==> src/rtl/tcdm_resp_pkg.sv <==
// tcdm_resp_pkg: shared types and helpers for the TCDM L2 responder.
//   state_e      - responder FSM states (scrub / serve)
//   resp_flags_t - per-transaction response flags carried down the latency pipe
//   word_idx()   - byte address to word index relative to a base address
package tcdm_resp_pkg;

  typedef enum logic {
    INIT  = 1'b0,
    SERVE = 1'b1
  } state_e;

  typedef struct packed {
    logic valid;
    logic err;
    logic is_read;
  } resp_flags_t;

  // Offset arithmetic is done at 64 bits; only the low index bits are used by
  // callers, and those are identical to a subtraction at the bus width.
  function automatic logic [63:0] word_idx(input logic [63:0] add,
                                           input logic [63:0] base,
                                           input int unsigned dw);
    logic [63:0] off;
    off = add - base;
    case (dw)
      64:      return off >> 3;
      128:     return off >> 4;
      default: return off >> 2;
    endcase
  endfunction

endpackage

==> src/rtl/tcdm_resp_pipe.sv <==
// tcdm_resp_pipe: LATENCY-deep shift register of response flags, aligning each
// accepted transaction with the SRAM read data of the same access.
//   clk_i   - clock
//   rst_i   - asynchronous active-high clear (drops all in-flight entries)
//   flags_i - flags pushed this cycle (valid=0 for idle cycles)
//   flags_o - flags of the transaction accepted LATENCY cycles ago
module tcdm_resp_pipe
  import tcdm_resp_pkg::*;
#(
  parameter int unsigned LATENCY = 1
) (
  input  logic        clk_i,
  input  logic        rst_i,
  input  resp_flags_t flags_i,
  output resp_flags_t flags_o
);

  resp_flags_t stage_q [LATENCY];
  resp_flags_t stage_d [LATENCY];

  always_comb begin
    stage_d[0] = flags_i;
    for (int unsigned i = 1; i < LATENCY; i++) begin
      stage_d[i] = stage_q[i-1];
    end
  end

  always_ff @(posedge clk_i or posedge rst_i) begin
    if (rst_i) begin
      for (int unsigned i = 0; i < LATENCY; i++) begin
        stage_q[i] <= '0;
      end
    end else begin
      stage_q <= stage_d;
    end
  end

  assign flags_o = stage_q[LATENCY-1];

endmodule

==> src/rtl/tcdm_l2_responder.sv <==
// tcdm_l2_responder: responder end of the TCDM req/gnt/r_valid protocol for
// one L2 bank built from a single-port, fully pipelined SRAM macro.
// After reset the bank is optionally scrubbed to zero before any grant.
// Optional build macro TCDM_RESP_PERF_CNT_EN adds saturating read/write/error
// counters with a synchronous clear.
//   clk_i, rst_i          - clock, asynchronous active-high reset
//   tcdm_*_i / tcdm_*_o   - TCDM request side and response side
//   mem_*_o / mem_rdata_i - SRAM macro interface (read data MEM_LATENCY later)
//   perf_*                - performance counters (TCDM_RESP_PERF_CNT_EN only)
//   init_done_o           - high once the scrub has finished or was skipped
module tcdm_l2_responder
  import tcdm_resp_pkg::*;
#(
  parameter int unsigned           DATA_WIDTH  = 32,
  parameter int unsigned           ADDR_WIDTH  = 32,
  parameter logic [ADDR_WIDTH-1:0] BASE_ADDR   = 'h1C00_0000,
  parameter int unsigned           NUM_WORDS   = 8192,
  parameter int unsigned           MEM_LATENCY = 1,
  parameter int unsigned           INIT_ZERO   = 1
) (
  input  logic                         clk_i,
  input  logic                         rst_i,
  input  logic                         tcdm_req_i,
  input  logic [ADDR_WIDTH-1:0]        tcdm_add_i,
  input  logic                         tcdm_wen_i,
  input  logic [DATA_WIDTH-1:0]        tcdm_wdata_i,
  input  logic [DATA_WIDTH/8-1:0]      tcdm_be_i,
  output logic                         tcdm_gnt_o,
  output logic                         tcdm_r_valid_o,
  output logic [DATA_WIDTH-1:0]        tcdm_r_rdata_o,
  output logic                         tcdm_r_opc_o,
  output logic                         mem_req_o,
  output logic                         mem_we_o,
  output logic [$clog2(NUM_WORDS)-1:0] mem_addr_o,
  output logic [DATA_WIDTH-1:0]        mem_wdata_o,
  output logic [DATA_WIDTH/8-1:0]      mem_be_o,
  input  logic [DATA_WIDTH-1:0]        mem_rdata_i,
`ifdef TCDM_RESP_PERF_CNT_EN
  input  logic                         perf_clr_i,
  output logic [31:0]                  perf_rd_cnt_o,
  output logic [31:0]                  perf_wr_cnt_o,
  output logic [31:0]                  perf_err_cnt_o,
`endif
  output logic                         init_done_o
);

  localparam int unsigned       IDX_W      = $clog2(NUM_WORDS);
  localparam longint unsigned   BANK_BYTES = 64'(NUM_WORDS) * 64'(DATA_WIDTH / 8);
  localparam logic [IDX_W-1:0]  LAST_IDX   = IDX_W'(NUM_WORDS - 1);
  localparam state_e            RST_STATE  = (INIT_ZERO != 0) ? INIT : SERVE;

  state_e                state_q, state_d;
  logic [IDX_W-1:0]      scrub_q, scrub_d;
  logic                  init_done_q, init_done_d;

  logic [ADDR_WIDTH-1:0] offset;
  logic                  in_range;
  logic [IDX_W-1:0]      word;
  logic                  accept;
  resp_flags_t           push_flags;
  resp_flags_t           pop_flags;

  // Address decode: the subtraction wraps modulo 2^ADDR_WIDTH, so addresses
  // below the base land far above the bank and are flagged out of range.
  always_comb begin
    offset   = tcdm_add_i - BASE_ADDR;
    in_range = 64'(offset) < BANK_BYTES;
    word     = IDX_W'(word_idx(64'(tcdm_add_i), 64'(BASE_ADDR), DATA_WIDTH));
  end

  // Grant and SRAM strobes are gated by rst_i so they read 0 while reset is
  // held, even though the state register already sits in its run state.
  always_comb begin
    tcdm_gnt_o  = tcdm_req_i & (state_q == SERVE) & ~rst_i;
    accept      = tcdm_gnt_o;
    mem_req_o   = 1'b0;
    mem_we_o    = 1'b0;
    mem_addr_o  = word;
    mem_wdata_o = tcdm_wdata_i;
    mem_be_o    = tcdm_be_i;
    if (state_q == INIT) begin
      mem_req_o   = ~rst_i;
      mem_we_o    = ~rst_i;
      mem_addr_o  = scrub_q;
      mem_wdata_o = '0;
      mem_be_o    = '1;
    end else if (accept && in_range) begin
      mem_req_o = 1'b1;
      mem_we_o  = ~tcdm_wen_i;
    end
  end

  always_comb begin
    state_d = state_q;
    scrub_d = scrub_q;
    if (state_q == INIT) begin
      scrub_d = scrub_q + 1'b1;
      if (scrub_q == LAST_IDX) begin
        state_d = SERVE;
      end
    end
    init_done_d = (state_d == SERVE);
  end

  always_ff @(posedge clk_i or posedge rst_i) begin
    if (rst_i) begin
      state_q     <= RST_STATE;
      scrub_q     <= '0;
      init_done_q <= 1'b0;
    end else begin
      state_q     <= state_d;
      scrub_q     <= scrub_d;
      init_done_q <= init_done_d;
    end
  end

  assign init_done_o = init_done_q;

  always_comb begin
    push_flags.valid   = accept;
    push_flags.err     = accept & ~in_range;
    push_flags.is_read = accept & tcdm_wen_i;
  end

  tcdm_resp_pipe #(
    .LATENCY (MEM_LATENCY)
  ) u_pipe (
    .clk_i   (clk_i),
    .rst_i   (rst_i),
    .flags_i (push_flags),
    .flags_o (pop_flags)
  );

  always_comb begin
    tcdm_r_valid_o = pop_flags.valid;
    tcdm_r_opc_o   = pop_flags.valid & pop_flags.err;
    tcdm_r_rdata_o = (pop_flags.valid && pop_flags.is_read && !pop_flags.err)
                     ? mem_rdata_i : '0;
  end

`ifdef TCDM_RESP_PERF_CNT_EN
  logic [31:0] perf_rd_q, perf_rd_d;
  logic [31:0] perf_wr_q, perf_wr_d;
  logic [31:0] perf_err_q, perf_err_d;

  always_comb begin
    perf_rd_d  = perf_rd_q;
    perf_wr_d  = perf_wr_q;
    perf_err_d = perf_err_q;
    if (perf_clr_i) begin
      perf_rd_d  = '0;
      perf_wr_d  = '0;
      perf_err_d = '0;
    end else begin
      if (accept && tcdm_wen_i && (perf_rd_q != '1)) begin
        perf_rd_d = perf_rd_q + 1'b1;
      end
      if (accept && !tcdm_wen_i && (perf_wr_q != '1)) begin
        perf_wr_d = perf_wr_q + 1'b1;
      end
      if (accept && !in_range && (perf_err_q != '1)) begin
        perf_err_d = perf_err_q + 1'b1;
      end
    end
  end

  always_ff @(posedge clk_i or posedge rst_i) begin
    if (rst_i) begin
      perf_rd_q  <= '0;
      perf_wr_q  <= '0;
      perf_err_q <= '0;
    end else begin
      perf_rd_q  <= perf_rd_d;
      perf_wr_q  <= perf_wr_d;
      perf_err_q <= perf_err_d;
    end
  end

  assign perf_rd_cnt_o  = perf_rd_q;
  assign perf_wr_cnt_o  = perf_wr_q;
  assign perf_err_cnt_o = perf_err_q;
`endif

endmodule
==> config.mk <==
export PLATFORM = sky130hd
export DESIGN_NAME = tcdm_l2_responder
export DESIGN_NICKNAME = d
export VERILOG_FILES = /design/src/rtl/tcdm_resp_pkg.sv /design/src/rtl/tcdm_resp_pipe.sv /design/src/rtl/tcdm_l2_responder.sv
export SDC_FILE = /design/constraint.sdc
export NUM_CORES = 1
export LEC_CHECK = 0
export ABC_AREA = 1
export CAP_MARGIN = 10
export CORE_AREA = 2 2 77 79
export CTS_BUF_LIST = sky130_fd_sc_hd__clkbuf_8
export DETAILED_ROUTE_END_ITERATION = 10
export DIE_AREA = 0 0 79 81
export PLACE_DENSITY = 0.95
export SYNTH_ARGS = -nofsm -noshare
export SYNTH_HDL_FRONTEND = slang
export SYNTH_SLANG_ARGS = --single-unit
==> constraint.sdc <==
create_clock -name clk_i -period 2.05 [get_ports clk_i]
set_input_delay 0.5125 -clock clk_i [delete_from_list [all_inputs] [get_ports clk_i]]
set_output_delay 0.5125 -clock clk_i [all_outputs]
set_load 0.02 [all_outputs]
==> results of run 1 <==
==> area by class of cell <==
class,instances,area [um2]
clock buffers,3,41.3
clock inverters,1,7.51
fillers,502,2070
inverters,83,314
multi-input cells,174,813
flip-flops and latches,17,427
well taps,75,93.8
repair buffers,205,1910
==> cell families after synthesis <==
logic type / Yosys count / share of synthesized area (%)
adder cells (fa/ha/maj): 1 / 0.789
AO/OA/AOI/OAI: 11 / 3.63
flip-flops: 17 / 26.8
buffers and inverters: 94 / 22.8
AND/OR/NAND/NOR: 153 / 41.0
XOR/XNOR: 9 / 4.97
==> cell usage after synthesis, types with 2 or more instances <==
| cell type | n |
|---|---|
| buf_2 | 4 |
| clkbuf_1 | 6 |
| dfrtp_1 | 17 |
| inv_1 | 81 |
| inv_2 | 2 |
| nand2_1 | 80 |
| nand2_2 | 2 |
| nand3_1 | 6 |
| nand4_1 | 4 |
| nor2_1 | 47 |
| nor2_2 | 3 |
| o21ai_0 | 9 |
| or2_2 | 5 |
| xnor2_1 | 2 |
| xor2_1 | 7 |
==> power groups by stage <==
stage	Clock (mW)	Sequential (mW)	Combinational (mW)
after detailed placement	0	0.342	0.230
after floorplan	0	0.342	0.0262
final	0.260	0.335	0.220
after CTS	0.271	0.335	0.221
after global placement	0	0.342	0.226
after global routing	0.288	0.335	0.238
==> per-layer routing <==
layer  GRT usage, %  vias to the layer above
li1               -                     1192
met3           5.00                       12
met1           17.7                     1028
met5              0                        -
met2           35.5                      124
met4           7.07                        0
==> sequential cells by signal (all words and copies together) (netlist names) <==
signal and count:
u_pipe.flags_o 3, init_done_o 1, scrub_q 13
==> what timing repair did <==
action	in CTS	in global routing
pin swaps	16	7
buffers inserted	4	2
hold buffers	0	0
gates cloned	0	1
resized for setup	134	51
setup endpoints to repair	84	41
==> worst max-delay path by stage <==
stage             endpoint  cells past startpoint      startpoint
2_1_floorplan     mem_we_o                      5     init_done_o
3_3_place_gp      mem_we_o                      6  tcdm_add_i[29]
3_5_place_dp      mem_we_o                      6  tcdm_add_i[29]
4_1_cts        mem_be_o[1]                      4     init_done_o
5_1_grt           mem_we_o                      7  tcdm_add_i[23]
6_report          mem_we_o                      7  tcdm_add_i[23]
==> critical path: stages <==
cell           delay (ps)
dlygate4sd2_1         230
nor2_1                 90
nand2_1                70
nor2_2                120
nand4_1               130
o21bai_1              170
buf_4                 170
==> stage by stage <==
step	std cells	utilization (%)	hold WS, ps
4_1_cts	555	63.3	495
6_report	558	63.5	495
5_1_grt	558	63.5	506
3_5_place_dp	547	63.7	482
2_1_floorplan	285	-	439
3_3_place_gp	547	63.7	476
==> metrics.yaml, run 1 <==
outcome: "finished, final reports clean"
swShare_pct: 21.4
wl_met1_um: 2220
place.gp.congestion: 0.820
synth_edf_count: 0
cp-end-kind: "primary output"
drive_above_1_share_pct: 12.2
cp.required_ps: 1540
dpl.hpwl_um: 5040
grt-ovfl-total: 0
yosysTopAreaCell: "dfrtp_1"
hold_depth: 1
max_freq_mhz: 499
cts_tree: "built"
netlist_area_um2: 1590
grt_pass1_vias: 2202
path_clk_slew_ps: 70
die_w_um: 79
path_class: "in -> out"
root_buffer: "clkbuf_8"
p_clk_share_pct: 31.9
cts_sinks: 17
min_path_type: "reg -> reg"
rsz0062_at_grt: "yes"
htree_num_levels: 1
area_delta_synth_final_pct: 127
crit_arrival_ps: 1490
hold_end: "scrub_q[4]"
wl_met3_um: 581
internal_power_mw: 0.642
setup-tns-final_ps: 0
cts_buffer_depth: 2
vias: 2356
fin_worst_skew_ps: 2.03
final_common_cell: "clkdlybuf4s50_1"
async_reset_ff_share_pct: 100
maxSlewHeadroom_pct: 79.5
clock_latency_ps: 260
worstReg2RegStart: "init_done_o"
avgSynthCellArea_um2: 5.56
grt_use_total_pct: 18.0
cts-buffers-inserted: 3
p_seq_share_pct: 41.1
synth_nets: 390
syn-instance-count: 285
vias_per_cell: 4.22
wl_met2_um: 3100
wl_per_cell_um: 10.8
grt_antenna_before_repair: 0
grt_max_degree: 34
final_area_um2: 3610
combPwrFrac_pct: 27.0
final_cell_mix: "clkdlybuf4s50_1, inv_1, nand2_1, dlygate4sd2_1, nor2_1"
core_area_um2: 5680
synthFlopType: "dfrtp_1"
cap_viol_max_count: 0
slew_viol_final: 0
ios: 191
top_layer_used: "met4"
peakVddDrop_uv: 275
worst_pin_slew_ps: 305
ys_seq_elements: 17
port_buffers: 188
synth_top_area_share_pct: 26.8
drt_iter0_drc: 91
timing.final.ws_setup_ps: 45.6
grt_pass1_wl_um: 9340
antenna_left: 0
place_area_um2: 3610
rows: 28
power.static_leakage_nw: 2.22
die_h_um: 81
ff2ff_path_depth: 6
fin_nets: 589
synth_area_leaders: "dfrtp_1, inv_1, nand2_1"
remaining_drc_errors: 0
r2r_slack_ps: 610
worstSetupStartpointType: "input port"
die_area_um2: 6400
start_util_pct: 27.9
p_total_mw: 0.816
finalCriticalPeriod_ps: 2000
wl_um: 6040
timing.final.crit_share_pct: 97.8
hold_violations: 0
cp_max_fo: 2
ys_warn_count: 0
setup_viol: 0
p_per_area_nw_per_um2: 226
switchingPower_mw: 0.174
netlist-cell-type-count: 25
holdCritStartpoint: "scrub_q[4]"
yosysSeqAreaShare_pct: 26.8
diodes: 0
pre_cts_slack_ps: -738
r2r_end: "scrub_q[9]"
first_pass_iters: 4
Power figures use the tool's default switching activity.
==> run 2: changes to the inputs <==
--- a/config.mk
+++ b/config.mk
@@ -11,7 +11,7 @@
 export CTS_BUF_LIST = sky130_fd_sc_hd__clkbuf_8
 export DETAILED_ROUTE_END_ITERATION = 10
 export DIE_AREA = 0 0 79 81
-export PLACE_DENSITY = 0.95
+export PLACE_DENSITY = 0.86
 export SYNTH_ARGS = -nofsm -noshare
 export SYNTH_HDL_FRONTEND = slang
 export SYNTH_SLANG_ARGS = --single-unit
==> run 2 against run 1 <==
  * Routed wire length up 5.2%
  * Hold slack lost 3.5 ps
  * Final area rose by 2.9%
  * Combinational power increased by 2%
  * Fmax down 1.8%
  * Power down 0.82%
==> metrics.yaml, run 2 (synthesis gave the netlist of run 1 again) <==
fillers: 528  # +5.2%
crit_arrival_ps: 1530  # +40 ps
peakVddDrop_uv: 185  # -33%
grt_pass1_vias: 2417  # +9.8%
ios: 191  # unchanged
rsz0062_at_grt: "yes"
worstReg2RegStart: "init_done_o"
cts_tree: "built"
regMostFlops: "scrub_q"
r2r_end: "u_pipe.flags_o[0]"
final_common_cell: "clkdlybuf4s50_1"
p_per_area_nw_per_um2: 218  # -3.6%
slew_viol_final: 0  # unchanged
grt_pass1_wl_um: 10400  # +11%
layoutNonFillerInstCount: 574  # +2.9%
antenna_left: 0  # unchanged
place_area_um2: 3600  # -0.42%
port_buffers: 188  # unchanged
path_clk_slew_ps: 60  # about the same
vias: 2443  # +3.7%
grt_max_degree: 33  # -2.9%
dpl.hpwl_um: 4880  # -3.3%
die_area_um2: 6400  # unchanged
worstSetupStartpointType: "input port"
cts_buffer_depth: 2  # unchanged
crit_start: "tcdm_be_i[1]"
area_delta_synth_final_pct: 134
cp.required_ps: 1540  # about the same
remaining_drc_errors: 0  # unchanged
r2r_slack_ps: 160  # -450 ps
ff2ff_path_depth: 11  # +5
root_buffer: "clkbuf_8"
largest_reg_flops: 13  # unchanged
cts_hold_buf: 0  # unchanged
hold_violations: 0  # unchanged
max_freq_mhz: 490  # -1.8%
timing.final.crit_share_pct: 99.6  # +1.8 points
finalCriticalPeriod_ps: 2040  # +37.0 ps
first_pass_iters: 4  # unchanged
vias_per_cell: 4.26  # +0.80%
power.static_leakage_nw: 2.37  # +6.4%
core_area_um2: 5680  # unchanged
rows: 28  # unchanged
setup_viol: 0  # unchanged
grt_use_total_pct: 19.8  # +1.8 points
start_util_pct: 27.9  # unchanged
maxSlewHeadroom_pct: 78.1  # -1.3 points
final_area_um2: 3710  # +2.9%
worst_pin_slew_ps: 325  # +20.0 ps
cts_sinks: 17  # unchanged
post-place-cells: 545  # -0.37%
place.gp.congestion: 0.791  # -3.6%
seq_area_um2: 427  # unchanged
cp_max_fo: 1  # -1
die_h_um: 81  # unchanged
clock_latency_ps: 250  # about the same
fin_worst_skew_ps: 4.31  # +2.27 ps
utilization_pct: 65.4  # +1.8 points
wl_per_cell_um: 11.1  # +2.3%
outcome: "finished, final reports clean"
cts-buffers-inserted: 3  # unchanged
drt_iter0_drc: 59  # -35%
min_path_type: "reg -> reg"
cp-end-kind: "primary output"
final_cell_mix: "clkdlybuf4s50_1, inv_1, nand2_1, dlygate4sd2_1, nor2_1"
grt_antenna_before_repair: 0  # unchanged
grt-ovfl-total: 0  # unchanged
path_class: "in -> out"
fin_nets: 605  # +2.7%
multi_input_area_um2: 818  # +0.62%
crit_path_end: "mem_be_o[1]"
diodes: 0  # unchanged
wl_um: 6360  # +5.2%
die_w_um: 79  # unchanged
htree_num_levels: 1  # unchanged
drive_above_1_share_pct: 14.6  # +2.4 points
cap_viol_max_count: 0  # unchanged
==> run 2: worst min path at each step <==
stage / start / end / slack [ps] / cells past startpoint
4_1_cts: scrub_q[8] / scrub_q[8] / 490 / 1
6_report: scrub_q[8] / scrub_q[8] / 490 / 1
3_5_place_dp: scrub_q[8] / scrub_q[8] / 480 / 1
5_1_grt: scrub_q[8] / scrub_q[8] / 510 / 1
3_3_place_gp: scrub_q[12] / scrub_q[12] / 470 / 2
2_1_floorplan: rst_i / init_done_o / 440 / 1
==> run 2: cell type report <==
cell class / count / area share (%)
repair buffers: 221 / 54.2
flip-flops and latches: 17 / 11.5
well taps: 75 / 2.53
inverters: 83 / 8.47
clock inverters: 1 / 0.135
clock buffers: 3 / 1.11
multi-input cells: 174 / 22.1
==> run 2: what timing repair did <==
action | CTS | global route
cloned | 1 | 0
setup endpoints to repair | 85 | 17
pin swaps | 15 | 11
resized for setup | 147 | 30
buffers inserted | 24 | 0
==> run 2: per-stage QoR <==
stage	power [mW]	hold slack, ps	worst slack [ps]	TNS, ps
6_report	0.809	492	8.53	0
5_1_grt	0.858	515	-31.3	-31.3
3_5_place_dp	0.571	482	-749	-14510
3_3_place_gp	0.567	475	-738	-13710
2_1_floorplan	0.368	439	76.0	0
4_1_cts	0.816	492	0.166	0
==> run 2: critical path: stages <==
cell and delay (ps):
clkdlybuf4s50_1 400, or2_2 290, dlygate4sd2_1 320
==> run 2: power breakdown <==
group / switching (mW) / total (mW) / leakage, nW / internal (mW)
clock network: 0.115 / 0.250 / 0.0255 / 0.135
registers: 0 / 0.335 / 0.221 / 0.335
logic: 0.0525 / 0.224 / 2.12 / 0.172
total: 0.167 / 0.809 / 2.37 / 0.642
==> run 2: per-layer routing <==
layer / up-vias / share of wire (%) / track usage [%]
met5: - / 0 / 0
met3: 14 / 10 / 5.44
met4: 0 / 2.3 / 6.38
met1: 1066 / 37 / 20.5
li1: 1224 / - / -
met2: 139 / 51 / 38.6
==> run 3: changes to the inputs <==
--- a/config.mk
+++ b/config.mk
@@ -5,13 +5,12 @@
 export SDC_FILE = /design/constraint.sdc
 export NUM_CORES = 1
 export LEC_CHECK = 0
-export ABC_AREA = 1
 export CAP_MARGIN = 10
-export CORE_AREA = 2 2 77 79
+export CORE_AREA = 2 2 76 78
 export CTS_BUF_LIST = sky130_fd_sc_hd__clkbuf_8
 export DETAILED_ROUTE_END_ITERATION = 10
-export DIE_AREA = 0 0 79 81
-export PLACE_DENSITY = 0.86
+export DIE_AREA = 0 0 78 80
+export PLACE_DENSITY = 0.85
 export SYNTH_ARGS = -nofsm -noshare
 export SYNTH_HDL_FRONTEND = slang
 export SYNTH_SLANG_ARGS = --single-unit
==> constraint.sdc (replaced) <==
create_clock -name clk_i -period 2.05 [get_ports clk_i]
set_input_delay 0.5125 -clock clk_i [delete_from_list [all_inputs] [get_ports clk_i]]
set_output_delay 0.5125 -clock clk_i [all_outputs]
set_load 0.1 [all_outputs]
==> run 3 against run 2 <==
  * The flow now finishes with violations (negative setup slack)
  * Combinational power increased by 7%
  * Synthesized area decreased by 11%
  * Clock skew decreased by 0.97 ps
  * Final cell count decreased by 25%
  * Register-to-register slack improved by 350 ps
  * Global-route usage increased by 1.6 points
  * Critical path type unchanged
  * Critical endpoint is now mem_req_o
==> metrics.yaml, run 3 <==
outcome: "finished, violations left"
failed_checks: "negative setup slack"
cap_viol_max_count: 0  # unchanged
netlist_area_um2: 1420  # -11%
syn-instance-count: 165  # -42%
grt_antenna_before_repair: 0  # unchanged
final_cell_mix: "buf_12, clkdlybuf4s50_1, and2_4, and2_2, dfrtp_1"
synthTopCellsByCount: "and2_1, dfrtp_1, xnor2_1"
largest_reg_flops: 13  # unchanged
cp_cell_sequence: "buf_6 > nor4bb_1 > and4b_2 > nand3_4 > o22ai_4 > buf_12"
place.gp.congestion: 0.793  # +0.28%
diodes: 0  # unchanged
cts_tree: "built"
grt_max_degree: 33  # unchanged
async_reset_ff_share_pct: 100  # unchanged
finalCriticalPeriod_ps: 2120  # +75.2 ps
drt_iter0_drc: 73  # +24%
dpl.hpwl_um: 5860  # +20%
avgSynthCellArea_um2: 8.58  # +54%
netlist-cell-type-count: 29  # +16%
synthFlopType: "dfrtp_1"
die_w_um: 78  # -1.3%
whs_ps: 497  # +5.65 ps
vias: 1933  # -21%
worstReg2RegStart: "init_done_o"
grt_pass1_vias: 2064  # -15%
ys_warn_count: 0  # unchanged
ys_seq_elements: 17  # unchanged
synth_area_leaders: "dfrtp_1, and2_1, mux2_1"
cts-buffers-inserted: 3  # unchanged
fin_worst_skew_ps: 3.33  # -0.974 ps
worst_pin_slew_ps: 219  # -106 ps
antenna_left: 0  # unchanged
max_freq_mhz: 472  # -3.6%
clock_latency_ps: 250  # about the same
vias_per_cell: 4.50  # +5.6%
min_path_type: "in -> async"
maxSlewHeadroom_pct: 85.2  # +7.1 points
drive_above_1_share_pct: 57.3  # +43 points
peakVddDrop_uv: 262  # +42%
ff2ff_path_depth: 5  # -6
hold_violations: 0  # unchanged
final_common_cell: "buf_12"
synth_top_area_share_pct: 30.0  # +3.2 points
r2r_end: "scrub_q[9]"
yosysSeqAreaShare_pct: 30.0  # +3.2 points
post-place-cells: 423  # -22%
die_h_um: 80  # -1.2%
timing.final.crit_share_pct: 103  # +3.7 points
p_per_area_nw_per_um2: 179  # -18%
wl_per_cell_um: 15.7  # +42%
cp.required_ps: 1540  # about the same
rsz0062_at_grt: "yes"
fillers: 271  # -49%
rows: 27  # -3.6%
area_delta_synth_final_pct: 223
core_area_um2: 5410  # -4.8%
cts_buffer_depth: 2  # unchanged
path_class: "in -> out"
remaining_drc_errors: 0  # unchanged
path_clk_slew_ps: 70  # about the same
ios: 191  # unchanged
grt-ovfl-total: 0  # unchanged
yosysTopAreaCell: "dfrtp_1"
r2r_slack_ps: 510  # +350 ps
place_area_um2: 4500  # +25%
slew_viol_final: 0  # unchanged
setup_viol: 2  # +2
regMostFlops: "scrub_q"
yosysMostFrequentCell: "and2_1"
synth_edf_count: 0  # unchanged
grt_pass1_wl_um: 10600  # +2.0%
crit_path_end: "mem_req_o"
start_util_pct: 26.2  # -1.7 points
cpPeakStageDelay_ps: 300  # -100 ps
cp-end-kind: "primary output"
cts_hold_buf: 0  # unchanged
root_buffer: "clkbuf_8"
htree_num_levels: 1  # unchanged
worstSetupStartpointType: "input port"
port_buffers: 188  # unchanged
grt_use_total_pct: 21.5  # +1.6 points
cp_max_fo: 2  # +1
crit_arrival_ps: 1600  # +70 ps
cts_sinks: 17  # unchanged
synth_nets: 270  # -31%
pre_cts_slack_ps: -500  # +250 ps
power.static_leakage_nw: 1.92  # -19%
final_area_um2: 4580  # +23%
timing.final.ws_setup_ps: -66.7  # -75.2 ps
layoutNonFillerInstCount: 430  # -25%
crit_start: "tcdm_add_i[29]"
first_pass_iters: 4  # unchanged
wl_um: 6750  # +6.2%
crit_slowest_cell: "and4b_2"
fin_nets: 464  # -23%
die_area_um2: 6240  # -2.5%
==> run 3: cell type report <==
cell class | count | area [um2] | share of cell area [%]
clock inverters | 1 | 5.00 | 0.109
multi-input cells | 136 | 1160 | 25.4
inverters | 3 | 18.8 | 0.410
repair buffers | 198 | 2830 | 61.8
clock buffers | 3 | 41.3 | 0.902
flip-flops and latches | 17 | 433 | 9.46
well taps | 72 | 90.1 | 1.97
==> run 3: repair_timing <==
item | 4_1_cts | 5_1_grt
buffers inserted | 2 | 1
endpoints found under the setup margin | 35 | 5
gates resized for setup | 45 | 3
pin swaps | 8 | 2
==> run 3: per-stage QoR <==
step | setup TNS [ps] | util, % | total power, mW
after floorplan | -362 | - | 0.374
after global routing | -247 | 84.7 | 0.854
after global placement | -878 | 83.2 | 0.579
final | -117 | 84.7 | 0.818
after CTS | -191 | 84.4 | 0.827
after detailed placement | -1020 | 83.2 | 0.586
==> run 3: critical path: cells and delay by family <==
family	cells	cell delay (ps)
buffers and inverters	2	290
AOI/OAI and AO/OA	1	150
and+or+nand+nor	3	640
==> run 3: where the power goes <==
part | internal (mW) | switching [mW] | total, mW
clock network | 0.135 | 0.110 | 0.244
registers | 0.335 | 0 | 0.335
logic | 0.178 | 0.0609 | 0.239
==> run 3: worst min-delay path by stage <==
stage / start / endpoint / slack [ps] / cells past startpoint
after global placement: scrub_q[7] / scrub_q[7] / 480 / 1
final: rst_i / scrub_q[7] / 500 / 3
after global routing: rst_i / scrub_q[0] / 520 / 3
after detailed placement: scrub_q[11] / scrub_q[11] / 490 / 1
after CTS: scrub_q[11] / scrub_q[11] / 500 / 1
after floorplan: rst_i / scrub_q[0] / 370 / 1
==> run 3: cells by family after synthesis <==
group / share of synthesized area (%)
adder cells (fa/ha/maj): 0.883
buffers and inverters: 3.71
AND/OR/NAND/NOR: 45.1
XOR/XNOR: 7.42
multiplexers: 10.3
flip-flops: 30.0
AO/OA/AOI/OAI: 2.47
==> run 3: layer usage <==
| layer | GRT usage (%) | wire (um) | vias up |
|---|---|---|---|
| li1 | - | - | 921 |
| met1 | 21.4 | 2270 | 878 |
| met2 | 42.5 | 3650 | 124 |
| met3 | 6.67 | 713 | 10 |
| met4 | 5.96 | 120 | 0 |
| met5 | 0 | 0 | - |
